[src/rtl/rr_sched16.sv]
// ----------------------------------------------------------------------------
// rr_sched16 -- 16-requester round-robin scheduler with hold-time limit.
//
// A single shared resource is granted to one requester at a time. The winner
// is the first asserted request bit found scanning upward from the previous
// winner plus one, wrapping 15 -> 0. A grant ends at the first edge where the
// holder signals done, the holder drops its request, or the grant has been
// held for HOLD_MAX cycles. Each grant is followed by one GAP cycle and one
// IDLE cycle before the next grant can be issued.
//
// Parameters
//   HOLD_MAX   maximum cycles a grant is held before forced release (1..255)
//
// Ports
//   clk        sole clock, rising edge
//   rst_n      asynchronous active-low reset
//   req        request vector, bit i = requester i wants the resource
//   done       holder releases the resource (only looked at while granting)
//   grant_idx  index of the granted requester (qualify with grant_vld)
//   grant_vld  high while grant_idx denotes a live grant
//   grant_oh   one-hot grant, all zero when grant_vld is low
//   timeout    one-cycle pulse after a grant is revoked by the hold limit
//
// All outputs come straight from flops.
// ----------------------------------------------------------------------------
module rr_sched16 #(
    parameter int HOLD_MAX = 15
) (
    input  logic        clk,
    input  logic        rst_n,
    input  logic [15:0] req,
    input  logic        done,
    output logic [3:0]  grant_idx,
    output logic        grant_vld,
    output logic [15:0] grant_oh,
    output logic        timeout
);

    localparam logic [1:0] ST_IDLE  = 2'd0;
    localparam logic [1:0] ST_GRANT = 2'd1;
    localparam logic [1:0] ST_GAP   = 2'd2;

    localparam logic [7:0] HOLD_MAX_C  = 8'(HOLD_MAX);
    localparam logic [7:0] HOLD_LAST_C = 8'(HOLD_MAX - 1);

    logic [1:0]  state_q,    state_d;
    logic [3:0]  idx_q,      idx_d;
    logic        vld_q,      vld_d;
    logic [15:0] oh_q,       oh_d;
    logic        timeout_q,  timeout_d;
    logic [7:0]  hold_cnt_q, hold_cnt_d;
    logic [3:0]  last_q,     last_d;

    logic [3:0]  winner;
    logic [3:0]  cand;
    logic        expired;
    logic        owner_req;

    assign expired   = (hold_cnt_q == HOLD_LAST_C);
    assign owner_req = req[idx_q];

    // Scan from the farthest candidate back to the nearest so the closest
    // requester after last_q is the one left in winner. The 4-bit add wraps
    // naturally; offset 16 truncates to 0 and lands on last_q itself, which
    // lets a lone requester win again.
    always_comb begin
        winner = last_q;
        cand   = '0;
        for (int k = 16; k >= 1; k--) begin
            cand = last_q + 4'(k);
            if (req[cand]) begin
                winner = cand;
            end
        end
    end

    always_comb begin
        // NOTE: every next-state signal gets a default first, so no path
        // through the case statement can leave one unassigned and infer a latch.
        state_d    = state_q;
        idx_d      = idx_q;
        vld_d      = vld_q;
        hold_cnt_d = hold_cnt_q;
        last_d     = last_q;
        timeout_d  = 1'b0;

        case (state_q)
            ST_IDLE: begin
                if (|req) begin
                    state_d    = ST_GRANT;
                    idx_d      = winner;
                    vld_d      = 1'b1;
                    hold_cnt_d = '0;
                    last_d     = winner;
                end
            end
            ST_GRANT: begin
                hold_cnt_d = (hold_cnt_q == HOLD_MAX_C) ? hold_cnt_q : hold_cnt_q + 8'd1;
                if (done || !owner_req || expired) begin
                    state_d   = ST_GAP;
                    vld_d     = 1'b0;
                    // done and a dropped request both count as voluntary
                    // release, so they mask the timeout indication.
                    timeout_d = expired && !done && owner_req;
                end
            end
            ST_GAP: begin
                state_d = ST_IDLE;
            end
            default: begin
                state_d = ST_IDLE;
                vld_d   = 1'b0;
            end
        endcase

        // One-hot built from the next-state values so it lines up with
        // grant_idx/grant_vld in the same register stage.
        oh_d = vld_d ? (16'd1 << idx_d) : '0;
    end

    // NOTE: reset is asynchronous and active-low, so a grant is revoked the
    // moment rst_n falls, without waiting for a clock edge.
    always_ff @(posedge clk or negedge rst_n) begin
        if (!rst_n) begin
            state_q    <= ST_IDLE;
            idx_q      <= '0;
            vld_q      <= 1'b0;
            oh_q       <= '0;
            timeout_q  <= 1'b0;
            hold_cnt_q <= '0;
            last_q     <= 4'd15;
        end else begin
            // NOTE: non-blocking assignments keep every flop sampling the
            // pre-edge values, independent of statement order.
            state_q    <= state_d;
            idx_q      <= idx_d;
            vld_q      <= vld_d;
            oh_q       <= oh_d;
            timeout_q  <= timeout_d;
            hold_cnt_q <= hold_cnt_d;
            last_q     <= last_d;
        end
    end

    assign grant_idx = idx_q;
    assign grant_vld = vld_q;
    assign grant_oh  = oh_q;
    assign timeout   = timeout_q;

endmodule

[config.mk]
export PLATFORM = sky130hd
export DESIGN_NAME = rr_sched16
export DESIGN_NICKNAME = d
export VERILOG_FILES = /design/src/rtl/rr_sched16.sv
export SDC_FILE = /design/constraint.sdc
export NUM_CORES = 1
export LEC_CHECK = 0
export ABC_AREA = 1
export BUFFER_PORTS_ARGS = -buffer_cell sky130_fd_sc_hd__buf_2
export CAP_MARGIN = 20
export CORE_ASPECT_RATIO = 1.1
export CORE_UTILIZATION = 45
export CTS_CLUSTER_SIZE = 28
export DETAILED_ROUTE_END_ITERATION = 8
export PLACE_DENSITY_LB_ADDON = 0.2
export SLEW_MARGIN = 0
export SYNTH_ARGS = -nofsm -noshare
export SYNTH_HDL_FRONTEND = slang
export SYNTH_SLANG_ARGS = --single-unit
[constraint.sdc]
create_clock -name clk -period 3.85 [get_ports clk]
set_clock_uncertainty 0.05 [all_clocks]
set_input_delay 0 -clock clk [delete_from_list [all_inputs] [get_ports clk]]
set_output_delay 0 -clock clk [all_outputs]
set_load 0.02 [all_outputs]
==> run summary <==
DR vias -> 3575
Synthesis-to-finish area growth -> 10.9%
Top_reg_cell synth -> dfrtp_1
RD Place Congestion -> 0.963
I/O Pins -> 41
Final #Nets -> 603
Worst setup path endpoint -> grant_oh[15]
Post-synth EDFFs -> 0
GRT Overall Usage -> 26.7%
Die Area -> 7800 um2
Grt total ovfl -> 0
Syn nets -> 563
Max clock buf depth -> 2
Yosys top cell area share -> 23.9%
Placed Instances -> 652
Worst Setup Path Type -> flop to flop
Synth cell types -> 41
CTS tree -> yes
Crit path max-delay cell type -> dfstp_2
Hold path startpoint -> done
Die Y -> 92.5 um
Crit. Startpoint -> last_q[0]
R2R depth -> 28
Post-Synthesis Cell Area -> 3350 um2
Ys Warns -> 0
Slew headroom -> 46.5%
Worst reg-to-reg setup slack -> 0.37 ns
Vias/cell -> 5.41
Vias in the first global route -> 3466
Core footprint -> 7130 um2
Data required time of the worst path -> 4.01 ns
Total Wirelength -> 9.81 mm
Post-route insts no fill -> 661
Share of layout cells above drive strength 1 -> 18.9%
First-pass GRT wire length -> 16.5 mm
Initial core utilization -> 47.0%
Antenna violations before repair -> 0
DR WL/cell -> 14.8 um
Slowest stage delay, CP -> 0.54 ns
DRT Pass-1 Iters -> 5
Critical path's most frequent cell -> nand2_1
Sequential share of the synthesized area -> 27.0%
Worst Setup End Kind -> flop
Asr flop ratio synth -> 100%
Diodes inserted -> 0
CTS Buf Count -> 5
Total clock sinks -> 36
FF+latch count, synth -> 36
Setup Viol. Count Final -> 0
Row cnt -> 32
Hold slack -> 0.0228 ns
Clk slew on worst S/H paths -> 0.08 ns
Max cap viols -> 0
Clk Latency, worst-skew pair -> 0.29 ns
Highest clock rate -> 287 MHz
Die Wd -> 84.3 um
Reg-to-reg critical path startpoint -> last_q[0]
Area taken by flip-flops and latches -> 906 um2
Initial drt markers -> 274
CTS root buffer -> clkbuf_8
Worst endpoint data arrival time -> 3.64 ns
Cells after Synth -> 535
Hold Vio Cnt, Final -> 0
Worst setup SP type -> flop
Syn_area_per_cell -> 6.26 um2
Max-slew violations -> 0
Outcome -> completed
CP Max Fanout -> 20
Area leader, netlist -> dfrtp_1
Post-detail-place hpwl -> 7.62 mm
Pin count of the biggest net entering global routing -> 37
Post-CTS setup buffers -> 0
Drt drc -> 0
Slew @ Worst Pin -> 0.802 ns
Number of port buffers -> 40
Area occupied by multi-input gates -> 2080 um2
Final period utilization -> 90.4%
Final min period -> 3.48 ns
Unrepaired setup endpoints after global routing -> false
Synth top area cells -> dfrtp_1 24%, nand2_1 19%, nand3_1 10%
Final TNS setup -> 0 ns
Routed Antenna Nets -> 0
Min-delay worst type -> input pin to flop
Critical register-to-register path endpoint -> grant_oh[15]
Fill cell count -> 739
Max H-tree Level -> 2
==> logic make-up (layout without fill, tap and decap cells) <==
family | count (synthesis) | in the layout | synth area share [%]
and+or+nand+nor | 326 | 326 | 44.2
buffers and inverters | 86 | 127 | 10.9
AOI/OAI and AO/OA | 73 | 73 | 12.4
DFF | 36 | 36 | 27.0
adders and majority gates | 9 | 9 | 3.36
xor gates and xnor gates | 5 | 5 | 1.98
==> synthesized netlist by cell type (3+ instances only) <==
| library cell | n |
|---|---|
| nand2_2 | 15 |
| o22ai_1 | 3 |
| ha_1 | 9 |
| nor4_1 | 3 |
| buf_2 | 8 |
| nor2_1 | 45 |
| o21ai_0 | 24 |
| inv_1 | 59 |
| dfrtp_1 | 32 |
| nand4_1 | 6 |
| o211ai_1 | 4 |
| nand3_1 | 68 |
| buf_6 | 3 |
| o21ai_1 | 6 |
| nand3_2 | 12 |
| inv_2 | 9 |
| nand2_1 | 167 |
| dfstp_2 | 4 |
| a21oi_1 | 27 |
==> how the worst min path moves through the flow <==
| stage | to | slack [ns] | cells after the start |
|---|---|---|---|
| after CTS | timeout | 0.02 | 3 |
| final | timeout | 0.02 | 3 |
| after floorplan | grant_idx[0] | -0.35 | 0 |
| after detailed placement | grant_oh[9] | 0.08 | 1 |
| after global placement | grant_oh[8] | 0.07 | 1 |
| after global routing | timeout | 0.03 | 3 |
==> critical path: cells and delay by family, from the launching register on <==
family	cells	cell delay [ns]
buffers and inverters	4	0.61
AO/OA/AOI/OAI	1	0.04
AND/OR/NAND/NOR	22	1.82
adder cells (fa/ha/maj)	1	0.35
flip-flops	1	0.54
==> final cells by class <==
class / instances / share of cell area (%)
clock inverter: 2 / 0.370
multi-input combinational: 413 / 55.9
inverter: 72 / 7.37
clock buffer: 6 / 2.22
sequential: 36 / 24.4
tap: 85 / 2.86
timing repair buffer: 47 / 6.87
==> metal layers <==
metal / routed length [um] / vias up / global-route usage (%) / part of all wire [%]
met4: 189 / 0 / 6.75 / 1.9
met3: 748 / 17 / 4.81 / 7.6
met5: 0 / - / 0 / 0
met2: 4440 / 139 / 44.3 / 45
met1: 4430 / 1619 / 36.1 / 45
li1: - / 1800 / - / -
==> through the flow <==
stage	util [%]	instance area [um2]	setup WS [ns]
after floorplan	-	3350	0.803
after global placement	50.6	3610	0.475
after detailed placement	50.6	3610	0.421
after CTS	52.1	3720	0.394
after global routing	52.1	3720	0.0311
final	52.1	3720	0.369
==> placed cells by master (no fill, tap or decap), types with 4 or more instances in the layout <==
cell,instances
buf_2,40
buf_4,6
ha_1,9
inv_2,9
a21oi_1,27
nor2_1,45
o21ai_1,6
nand3_2,12
o21ai_0,24
dfrtp_1,32
nand2_2,15
nand2_1,167
nand3_1,68
nand4_1,6
dfstp_2,4
clkbuf_8,6
inv_1,59
o211ai_1,4
==> sequential cells by signal, summed over array words and instances, names as in the netlist <==
register	count
grant_oh	16
hold_cnt_q	8
grant_idx	4
last_q	4
state_q	2
grant_vld	1
timeout	1
==> repair_timing <==
item                                   4_1_cts  5_1_grt
gates resized for setup                      0        0
endpoints found under the hold margin       32        0
hold buffers                                 1        0
Power is not shown: default switching activity piles up to over one toggle a cycle in this logic, so the estimate is an artifact.
